## config.mk

```make
export PLATFORM = sky130hd
export DESIGN_NAME = immext_pipe
export DESIGN_NICKNAME = d
export VERILOG_FILES = /design/src/rtl/immext_pipe.sv
export SDC_FILE = /design/constraint.sdc
export NUM_CORES = 1
export LEC_CHECK = 0
export CAP_MARGIN = 20
export CORE_MARGIN = 1
export CORE_UTILIZATION = 41
export CTS_CLUSTER_DIAMETER = 150
export DETAILED_ROUTE_END_ITERATION = 12
export PLACE_DENSITY = 0.66
export RECOVER_POWER = 25
export SETUP_SLACK_MARGIN = 0.05
export SLEW_MARGIN = 0
export SYNTH_ARGS = -nofsm -noshare
export SYNTH_HDL_FRONTEND = slang
export SYNTH_SLANG_ARGS = --single-unit
```

## constraint.sdc

```tcl
create_clock -name clk -period 2.94 [get_ports clk]
set_input_delay 0.441 -clock clk [delete_from_list [all_inputs] [get_ports clk]]
set_output_delay 0.441 -clock clk [all_outputs]
set_load 0.05 [all_outputs]
```

## src/rtl/immext_pipe.sv

```systemverilog
// Pipelined MIPS immediate extender (sign / zero / upper / branch) into a 2-entry elastic buffer.
// Latency: result visible on out_data the cycle after accept; 1 transaction/cycle sustained.
// Backpressure: in_ready drops only when both entries are full; registered state only, plus reset.
// Optional feature macro: IMMEXT_BRANCH_EN (mode 11 = sign extend then x4; otherwise same as mode 00).
module immext_pipe #(
  parameter int IN_W  = 16,
  parameter int OUT_W = 32
) (
  input  logic             clk,
  input  logic             reset,
  input  logic             in_valid,
  output logic             in_ready,
  input  logic [IN_W-1:0]  in_imm,
  input  logic [1:0]       in_mode,
  output logic             out_valid,
  input  logic             out_ready,
  output logic [OUT_W-1:0] out_data
);

  localparam int E = OUT_W - IN_W;

  typedef enum logic [1:0] {
    EMPTY = 2'd0,
    ONE   = 2'd1,
    FULL  = 2'd2
  } cnt_t;

  cnt_t             state;
  cnt_t             state_nxt;
  logic [OUT_W-1:0] head_dat;
  logic [OUT_W-1:0] tail_dat;
  logic [OUT_W-1:0] sx_dat;
  logic [OUT_W-1:0] zx_dat;
  logic [OUT_W-1:0] up_dat;
  logic [OUT_W-1:0] ext_dat;
  logic             push;
  logic             pop;

  // Candidate extensions; a zero-width pad (E = 0) falls out naturally from the casts.
  assign sx_dat = OUT_W'($signed(in_imm));
  assign zx_dat = OUT_W'(in_imm);
  assign up_dat = zx_dat << E;

  // Select the extension for the incoming transaction; only the selected value is stored.
  always_comb begin
    ext_dat = sx_dat;
    case (in_mode)
      2'b00: ext_dat = sx_dat;
      2'b01: ext_dat = zx_dat;
      2'b10: ext_dat = up_dat;
      default: begin
`ifdef IMMEXT_BRANCH_EN
        ext_dat = sx_dat << 2;
`else
        ext_dat = sx_dat;
`endif
      end
    endcase
  end

  assign push = in_valid && in_ready;
  assign pop  = out_valid && out_ready;

  // Occupancy state register.
  always_ff @(posedge clk) begin
    if (reset) begin
      state <= EMPTY;
    end else begin
      state <= state_nxt;
    end
  end

  // Occupancy next-state: simultaneous push and pop in ONE keeps the count.
  always_comb begin
    state_nxt = state;
    case (state)
      EMPTY: if (push) state_nxt = ONE;
      ONE: begin
        if (push && !pop)      state_nxt = FULL;
        else if (pop && !push) state_nxt = EMPTY;
      end
      FULL:    if (pop) state_nxt = ONE;
      default: state_nxt = EMPTY;
    endcase
  end

  // Handshake outputs decoded from registered occupancy (reset also blocks accepts).
  always_comb begin
    in_ready  = (state != FULL) && !reset;
    out_valid = (state != EMPTY);
  end

  // Entry storage: head drives out_data directly, tail only fills when head is occupied and held.
  always_ff @(posedge clk) begin
    if (reset) begin
      head_dat <= '0;
      tail_dat <= '0;
    end else begin
      case (state)
        EMPTY: if (push) head_dat <= ext_dat;
        ONE: begin
          if (push && pop) head_dat <= ext_dat;
          else if (push)   tail_dat <= ext_dat;
        end
        FULL:    if (pop) head_dat <= tail_dat;
        default: ;
      endcase
    end
  end

  assign out_data = head_dat;

endmodule

```

### Word-level counts from Yosys, hierarchy flattened

Cells that the tools add are included.

* output and inout port bits: 34
* RAM bits: 0
* input bits: 22
* latch bits: 0
* bits in read-only memories: 0
* register bits after elaboration: 66
* memories kept: 0
* word-level logic and storage cells: 38

* div/mod/pow operators: 0
* equality and inequality tests: 9
* multiply operators: 0
* shift-type cells: 0
* muxes and demuxes: 10
* order comparisons: 0
* bitwise operators: 1
* reductions and logical operators: 15
* $add $sub $neg: 0

Operator list (number)
* 32-bit two-way mux: 3
* 32-bit case mux with 3 select lines: 1
* 32-bit case mux with 2 select lines: 1
* 2-bit two-way mux: 4
* 2-bit != test, second input constant: 4
* 1-bit logical AND: 6
* 2-bit case mux with 3 select lines: 1
* 3-bit AND reduction: 2
* 2-bit by 1-bit equality test with 1-bit output, second input constant: 2
* 2-bit equality test, second input constant: 2
* 4-bit AND reduction: 1
* 1-bit zero test: 3
* 3-bit != test, second input constant: 1
* 3-bit nonzero test: 1
* 2-bit zero test: 1
* 2-bit nonzero test: 1
* 1-bit NOT: 1

### Depth between registers and ports, before layout

Gate-level depths: netlist of run 1.

* depth in word-level cells: 8
* gate-level depth with buffers: 13
* mapped depth without buffers: 7

### Worst setup path before layout of run 1

No wires, ideal clock.

* path kind: in2reg
* start point: input port reset
* end point: register tail_dat[19]
* required time: 2.806 ns
* path buffers: 2
* setup time: 0.134 ns
* stages: 8
* setup slack: 0.177 ns
* data arrival time: 2.629 ns
* cells stage by stage: clkbuf_1 -> nor2b_1 -> and2_1 -> ha_1 -> nand3b_1 -> a21oi_1 -> buf_2 -> a211oi_1

* cells in the longest elaborated chain, start to end: 6

RTL lines
* start, declared: line 10 `input logic reset,`
* 1-bit zero test (*): line 89 `in_ready = (state != FULL) && !reset;`
* 1-bit logical AND (*): line 89
* named net in_ready: line 12 `output logic in_ready,`
* 1-bit logical AND (*): line 61 `assign push = in_valid && in_ready;`
* 1-bit logical AND: line 102 `if (push && pop) head_dat <= ext_dat;`
* 1-bit NOT (no line)
* 3-bit AND reduction (no line) (*)
* end signal, assigned: line 103 `else if (push) tail_dat <= ext_dat;`
* end, declared: line 31 `logic [OUT_W-1:0] tail_dat;`

Mark *: on every way through the listed nets, which the timed path passes. The rest lies on a longest branch.
A chain may end at the register's enable or synchronous reset.

### Worst setup path in the final report of run 1

* start point: register state[1]
* end point: register head_dat[29], in the netlist out_data[29]

* cells in the longest elaborated chain, start to end: 6
* elaborated cells between the ends (all ways): 15
* those cells by class: 6 x eq/ne; 1 x mux; 8 x reduce/logical

RTL lines
* start, declared: line 28 `cnt_t state;`
* start signal, assigned: line 69 `state <= state_nxt;`
* 2-bit != test: line 89
* 1-bit logical AND: line 89
* 1-bit logical AND: line 61
* 1-bit logical AND: line 102
* 2-bit != test (no line)
* 4-bit AND reduction (no line)
* end signal, assigned: line 100 `EMPTY: if (push) head_dat <= ext_dat;`
* end signal, assigned: line 102
* end signal, assigned: line 105 `FULL: if (pop) head_dat <= tail_dat;`
* end, declared: line 30 `logic [OUT_W-1:0] head_dat;`

Several ways; a longest one is shown, not always the timed one.

==> results of run 1 <==
## flip-flops by register name, summed over array words and instances (netlist names)
register  flops
state         2
out_data     32
tail_dat     32
## layout by cell type, fill, tap and decap left out, types with 15 or more instances in the layout
cell / n
dfxtp_1: 65
a21oi_1: 36
a211oi_1: 34
clkdlybuf4s50_1: 30
dlygate4sd3_1: 22
nand2_1: 20
nor2b_1: 19
nand2b_1: 18
and3b_1: 17
a221o_1: 17
nand3b_1: 16
mux2i_1: 16
nor2_1: 16
nand3_1: 16
a31oi_1: 16
nor3b_1: 15
a311o_1: 15
## worst max-delay path by stage
stage / start / slack, ps / end / cells after the start
detailed placement: out_ready / 410 / out_data[28]$_SDFFE_PP0P_ / 5
finish: state[1]$_SDFFE_PP0P_ / 610 / out_data[29]$_SDFFE_PP0P_ / 8
global route: state[1]$_SDFFE_PP0P_ / 450 / out_data[25]$_SDFFE_PP0P_ / 8
CTS: state[1]$_SDFFE_PP0P_ / 540 / out_data[28]$_SDFFE_PP0P_ / 8
floorplan: reset / 180 / tail_dat[19]$_SDFFE_PP0P_ / 8
global placement: in_mode[0] / 460 / tail_dat[28]$_SDFFE_PP0P_ / 7
## tightest hold or removal path: cells and delay by family, from the launching register on
family / cells / cell delay (ps)
DFF: 1 / 310
AOI/OAI and AO/OA: 1 / 50
and+or+nand+nor: 1 / 50
## power breakdown
group / internal (uW) / switching, uW
Sequential: 953 / 36.8
Combinational: 222 / 377
Clock: 486 / 334
Total: 1660 / 748
## metrics by stage
| step | cell area, um^2 | std cells | total power [uW] |
|---|---|---|---|
| 2_1_floorplan | 3510 | 402 | 1430 |
| 3_3_place_gp | 4080 | 525 | 1610 |
| 3_5_place_dp | 4080 | 525 | 1620 |
| 4_1_cts | 4290 | 541 | 2440 |
| 5_1_grt | 4280 | 541 | 2500 |
| 6_report | 4280 | 541 | 2410 |
## cell type report
class | count | share of cell area, %
clock inverters | 1 | 0.701
well taps | 105 | 3.07
inverters | 3 | 0.263
multi-input cells | 283 | 45.7
flip-flops and latches | 66 | 30.9
clock buffers | 15 | 4.35
repair buffers | 68 | 15.0
## cells by family after synthesis
kind of cell,synth area share (%)
flops,37.6
simple gates,24.4
mux,4.56
buf+inv,6.56
fa+ha+maj,1.43
compound gates,25.4
## routing by layer
metal,vias up,GRT usage [%]
met5,-,0
met4,0,8.96
met3,16,4.11
met2,120,31.1
met1,1504,32.3
li1,1549,-
==> metrics, run 1 <==
outcome=finished, final reports clean; DRC viols=0; critical path capture point type=flop; clock skew=3.98 ps; pin count of the biggest net entering global routing=82; post-synthesis cell area=3510 um^2; worst-path maximum fanout=16; crit path max-delay cell type=a22o_1; R2R cell count=8; FF-to-FF Start=state[1]$_SDFFE_PP0P_; crit path kind=flop to flop; arrival time worst endpoint=2590 ps; initial antenna violation count=0; Worst-Skew Late Latency=340 ps; Area contributors post-synth=dfxtp_1, a211oi_1, a21oi_1; Site Rows=33; worst path bufs/invs=1; Synth Register Bits=66; area grow syn2layout=22.0%; die area=8940 um^2; synthesized net count=428; deepest clock path buffer count=2; first-pass GRT wire length=15100 um; Vias=3189; Main synth FF type=dfxtp_1; global route overflow=0; Hold Vio Cnt, Final=0; pin slew with the least headroom to its limit=920 ps; PortBufs=55; routed wl met3=573 um; family with the most delay on the worst path=compound AO/OA/AOI/OAI gates; htree depth=3; IO Count=56; most used cell, CP=nand2b_1; die width=94.5 um; post-DR vias/cell=5.89; Post-synth EDFFs=0; hold slack=455 ps; chip height=94.5 um; DPL Wire Length=5880 um; post-synthesis cell type count=28; R2R Setup Slk=610 ps; syn avg cell area=8.73 um^2; FF-to-FF End=out_data[29]$_SDFFE_PP0P_; count leader, synth=dfxtp_1; Max rail drop VDD=0.201 mV; Total Wirelength=9530 um; hold_buf cts=0; Post-Syn Instances=402; Worst Hold Class=flop to flop; CTS root buffer=clkbuf_8; number of fill cells=793; total CTS buffers=9; Sink Count=66; drt pass-1 iters=4; setup TNS=0 ps; Multi-input gate area=1960 um^2; Tcrit/Tclk final=79.1%; nets=457; peak per-stage delay on the critical path=740 ps; Final WS setup=614 ps; synth cell count leaders=dfxtp_1, clkbuf_1, a21oi_1; leakage=0.00162 uW; initial DRC count=361; met2 wire length=4300 um; Post-Route M1 WL=4480 um; PD cells=562 nW/um^2; CTS tree=built; slew margin rel.=38.7%; CP required=3200 ps; Synth area leader=dfxtp_1; Ant. Diodes=0; post-CTS sizing=0; Async SR Flop Fraction=0%; final setup vio count=0; Seq/Total Area, Yosys=37.6%; hold_sp=tail_dat[6]$_SDFFE_PP0P_; Storage cell area=1320 um^2; Finished Core Util=51.9%; Top Layer Used=met4; Tmin final=2330 ps; vias in the first global route=2867; Yosys top cell area share=37.6%; worst hold path stage count=2; Max-Cap Viols=0; RSZ-0062 raised after global routing=no; Startpoint Class=flop; RePlAce Congestion=0.770; worst hold endpoint=tail_dat[6]$_SDFFE_PP0P_; YS warnings=0; fin. max-slew vios=0; layout cell share with drive strength beyond 1=7.34%; # Post-CTS Setup Buffers=0; Peak Freq=430 MHz; routed length per instance=17.6 um; Core Area=8260 um^2; clock slew at reported path FFs=70 ps; post-place setup slack=413 ps; initial core utilization=42.5%; post-route ant nets=0; GRT Overall Usage=21.9%; critical-path cell list=buf_4 -> nand2b_1 -> nor2b_1 -> and2_1 -> ha_1 -> nand2b_1 -> a22o_1 -> mux2i_1
(Power assumes the default switching activity.)
==> run 2: changes to the inputs <==
clock period = 2.4 ns   (was 2.94 ns; I/O delays follow)
==> run 2 against run 1 <==
Clock power fell by 6.5%. Maximum frequency rose by 9.5%. Count of clock-buffer cells in the layout decreased by 4. Global-route usage increased by 1.3 points. Largest cell class unchanged. Cell count increased by 0.18%. Clock skew grew 5.3 ps. Hold slack worse by 64 ps. Utilization down 0.061 points. Cell area fell by 0.12%. Power up 14%.
==> metrics, run 2 (synthesis results as in run 1) <==
Net Sw Power=903 uW; CP required=2660 ps; R2R cell count=8; pin count of the biggest net entering global routing=70; combinational share of power=27.3%; fin cells=542; post-DR vias/cell=5.96; chip height=94.5 um; fin. max-slew vios=0; CTS root buffer=clkbuf_8; post-CTS sizing=0; pin slew with the least headroom to its limit=671 ps; setup TNS=0 ps; global route overflow=0; slew margin rel.=55.3%; crit path kind=flop to flop; first-pass GRT wire length=15900 um; deepest clock path buffer count=2; critical path capture point type=flop; worst-path maximum fanout=15; commonest non-fill, non-tap cell in the layout=dfxtp_1; outcome=finished, final reports clean; clock slew at reported path FFs=60 ps; area grow syn2layout=21.9%; PD cells=639 nW/um^2; sequential share of power=44.7%; Switching Fraction=33.0%; Finished Core Util=51.8%; commonest non-fill, non-tap cells in the layout=dfxtp_1, a21oi_1, a211oi_1, clkdlybuf4s50_1, dlygate4sd3_1; arrival time worst endpoint=2390 ps; Worst-Skew Late Latency=340 ps; worst hold path stage count=2; GRT Overall Usage=23.2%; initial core utilization=42.5%; vias in the first global route=3066; Core Area=8260 um^2; routed length per instance=18.0 um; Vias=3233; layout cell share with drive strength beyond 1=8.24%; PortBufs=55; hold_buf cts=0; final setup vio count=0; Startpoint Class=flop; CTS tree=built; clock skew=9.31 ps; Worst Hold Class=input port to flop; initial DRC count=191; htree depth=3; RSZ-0062 raised after global routing=no; Max-Cap Viols=0; Peak Freq=471 MHz; DRC viols=0; Max rail drop VDD=0.405 mV; post-route ant nets=0; Design Power=2730 uW; Placed Cells=530; drt pass-1 iters=4; Site Rows=33; Total Wirelength=9770 um; IO Count=56; clock network power share=28.0%; hold slack=391 ps; die area=8940 um^2; leakage=0.00162 uW; Sink Count=66; # Post-CTS Setup Buffers=0; Tmin final=2120 ps; Hold Vio Cnt, Final=0; nets=462; initial antenna violation count=0; total CTS buffers=9; Pint=1830 uW; Tcrit/Tclk final=88.5%; die width=94.5 um; DPL Wire Length=6250 um; RePlAce Congestion=0.784; Ant. Diodes=0
==> run 2: routing by layer <==
metal	up-vias	track usage [%]	wire length, um
li1	1555	-	-
met1	1581	32.0	4790
met2	82	35.7	4390
met3	15	4.11	396
met4	0	9.34	186
met5	-	0	0
==> run 2: area by class of cell <==
| class | count | area, um^2 |
|---|---|---|
| fill | 794 | 3980 |
| multi-input combinational | 283 | 1970 |
| sequential | 66 | 1320 |
| timing repair buffer | 73 | 697 |
| clock buffer | 11 | 141 |
| tap | 105 | 131 |
| inverter | 3 | 11.3 |
| clock inverter | 1 | 5.00 |
==> run 2: path summary, 6_finish.rpt <==
path	start	end	slack, ps
setup / recovery	state[1]$_SDFFE_PP0P_	out_data[25]$_SDFFE_PP0P_	280
hold / removal	reset	state[1]$_SDFFE_PP0P_	390
setup reg to reg	state[1]$_SDFFE_PP0P_	out_data[25]$_SDFFE_PP0P_	280
hold reg to reg	tail_dat[13]$_SDFFE_PP0P_	tail_dat[13]$_SDFFE_PP0P_	450
==> run 2: stage by stage <==
step / area, um^2 / worst slack [ps]
floorplan: 3530 / 53.7
global placement: 4140 / 72.6
detailed placement: 4140 / 82.2
CTS: 4290 / 293
global route: 4280 / 92.5
finish: 4280 / 276
==> run 2: power by group through the flow <==
stage                     clock network (uW)  registers (uW)  logic, uW
after floorplan                            0            1410        347
after global placement                     0            1240        751
after detailed placement                   0            1250        755
after CTS                                779            1220        759
after global routing                     835            1230        794
final                                    767            1220        746
==> run 2: worst max-delay path: stages (launching register included) <==
cell	delay (ps)
dfxtp_1	580
nand2b_1	150
nor2b_4	150
and2_0	190
ha_1	200
nand2b_1	110
a22o_1	140
buf_4	280
mux2i_1	230
==> run 3: changes to the inputs <==
GPL_TIMING_DRIVEN = 0   (was unset)
==> run 3 against run 2 <==
Cell count up 7.2%. Maximum frequency down 6.3%. Sequential power about the same. Non-clock buffer count up 35. First-iteration DRC count up 32%. Clock skew up 2.1 ps. Via count up 5.3%. Flip-flop and latch count unchanged. Largest power group unchanged.
==> metrics, run 3 (synthesis results as in run 1) <==
outcome=finished, final reports clean; area post-placement=4210 um^2; Tcrit/Tclk final=94.4%; Hold Vio Cnt, Final=0; hold slack=457 ps; hold_sp=tail_dat[6]$_SDFFE_PP0P_; critical path capture point type=flop; Max rail drop VDD=0.286 mV; Startpoint Class=input port; chip height=94.5 um; RSZ-0062 raised after global routing=no; Total Wirelength=10400 um; drt pass-1 iters=5; crit path kind=input port to flop; nets=497; number of fill cells=823; Ant. Diodes=0; arrival time worst endpoint=2490 ps; crit path max-delay cell type=clkdlybuf4s50_1; final setup vio count=0; pin slew with the least headroom to its limit=591 ps; htree depth=3; post-DR vias/cell=5.86; Sink Count=66; layout cell share with drive strength beyond 1=10.3%; clock slew at reported path FFs=70 ps; initial core utilization=42.5%; global route overflow=0; family with the most delay on the worst path=buffers and inverters; PortBufs=55; Max-Cap Viols=0; CP required=2630 ps; commonest non-fill, non-tap cell in the layout=dfxtp_1; worst setup path startpoint=in_mode[0]; Site Rows=33; FF-to-FF Start=state[1]$_SDFFE_PP0P_; PD cells=643 nW/um^2; Peak Freq=441 MHz; commonest non-fill, non-tap cells in the layout=dfxtp_1, a21oi_1, a211oi_1, clkdlybuf4s50_1, clkbuf_1; area grow syn2layout=28.3%; CTS tree=built; initial antenna violation count=0; routed length per instance=17.9 um; Placed Cells=562; IO Count=56; clock skew=11.4 ps; RePlAce Congestion=0.840; Finished Core Util=54.5%; Worst Hold Class=flop to flop; DPL Wire Length=7350 um; CTS root buffer=clkbuf_8; deepest clock path buffer count=2; pin count of the biggest net entering global routing=11; initial DRC count=253; leakage=0.00173 uW; fin cells=581; GRT Overall Usage=24.0%; peak per-stage delay on the critical path=480 ps; Tmin final=2270 ps; die width=94.5 um; Core Area=8260 um^2; die area=8940 um^2; Vias=3405; critical-path cell list=clkdlybuf4s50_1 -> inv_1 -> ha_1 -> or2_2 -> clkbuf_1 -> clkbuf_2 -> a31oi_1 -> a21oi_1; first-pass GRT wire length=16300 um; Worst-Skew Late Latency=350 ps; DRC viols=0; worst path bufs/invs=4; total CTS buffers=9; worst-path maximum fanout=10; Design Area, Final=4500 um^2; post-route ant nets=0; vias in the first global route=3116; slew margin rel.=60.6%; fin. max-slew vios=0
==> run 3: worst reg2reg max path: stages (launching register included) <==
cell,delay [ps]
dfxtp_1,330
clkbuf_4,190
buf_4,180
or2_4,240
nand2_1,90
inv_1,50
ha_1,170
nand2b_1,80
clkbuf_8,160
a22o_1,150
buf_6,130
buf_12,140
mux2i_1,190
==> run 3: worst paths after layout <==
check | to | slack (ps) | cells past startpoint
max | out_data[4]$_SDFFE_PP0P_ | 130 | 8
min | tail_dat[6]$_SDFFE_PP0P_ | 460 | 2
max reg2reg | out_data[19]$_SDFFE_PP0P_ | 220 | 12
min reg2reg | tail_dat[6]$_SDFFE_PP0P_ | 460 | 2
==> run 3: final cells by class <==
cell class | instances | area (um^2) | share of cell area (%)
clock buffers | 14 | 173 | 3.83
flip-flops and latches | 66 | 1320 | 29.3
clock inverters | 2 | 10.0 | 0.222
repair buffers | 61 | 593 | 13.2
multi-input cells | 283 | 2000 | 44.4
inverters | 3 | 11.3 | 0.250
well taps | 105 | 131 | 2.92
plain buffers | 47 | 264 | 5.86
==> run 3: metal layers <==
metal | track usage [%] | part of all wire [%] | vias up
li1 | - | - | 1632
met4 | 9.34 | 2.0 | 0
met3 | 4.51 | 5.8 | 22
met5 | 0 | 0 | -
met2 | 36.4 | 45 | 120
met1 | 33.6 | 47 | 1631
==> run 3: timing repair <==
item                                   CTS  global route
hold buffers                             0             0
pin swaps                                1             1
setup buffers                            6             0
endpoints found under the hold margin    0             0
setup endpoints to repair               67            58
gates resized for setup                 20            17
==> run 3: report_power, final <==
| group | switching [uW] | leakage [uW] | internal, uW | total (uW) |
|---|---|---|---|---|
| Combinational | 486 | 0.00110 | 307 | 794 |
| Sequential | 43.2 | 0.000538 | 1170 | 1210 |
| Clock | 433 | 0.0000965 | 458 | 891 |
| Total | 963 | 0.00173 | 1930 | 2890 |
==> run 3: through the flow <==
stage	power (uW)	TNS [ps]	setup WS [ps]
6_report	2890	0	134
5_1_grt	3010	0	69.8
4_1_cts	2910	0	77.6
3_5_place_dp	2010	-20280	-428
3_3_place_gp	2000	-21050	-440
2_1_floorplan	1750	0	53.7
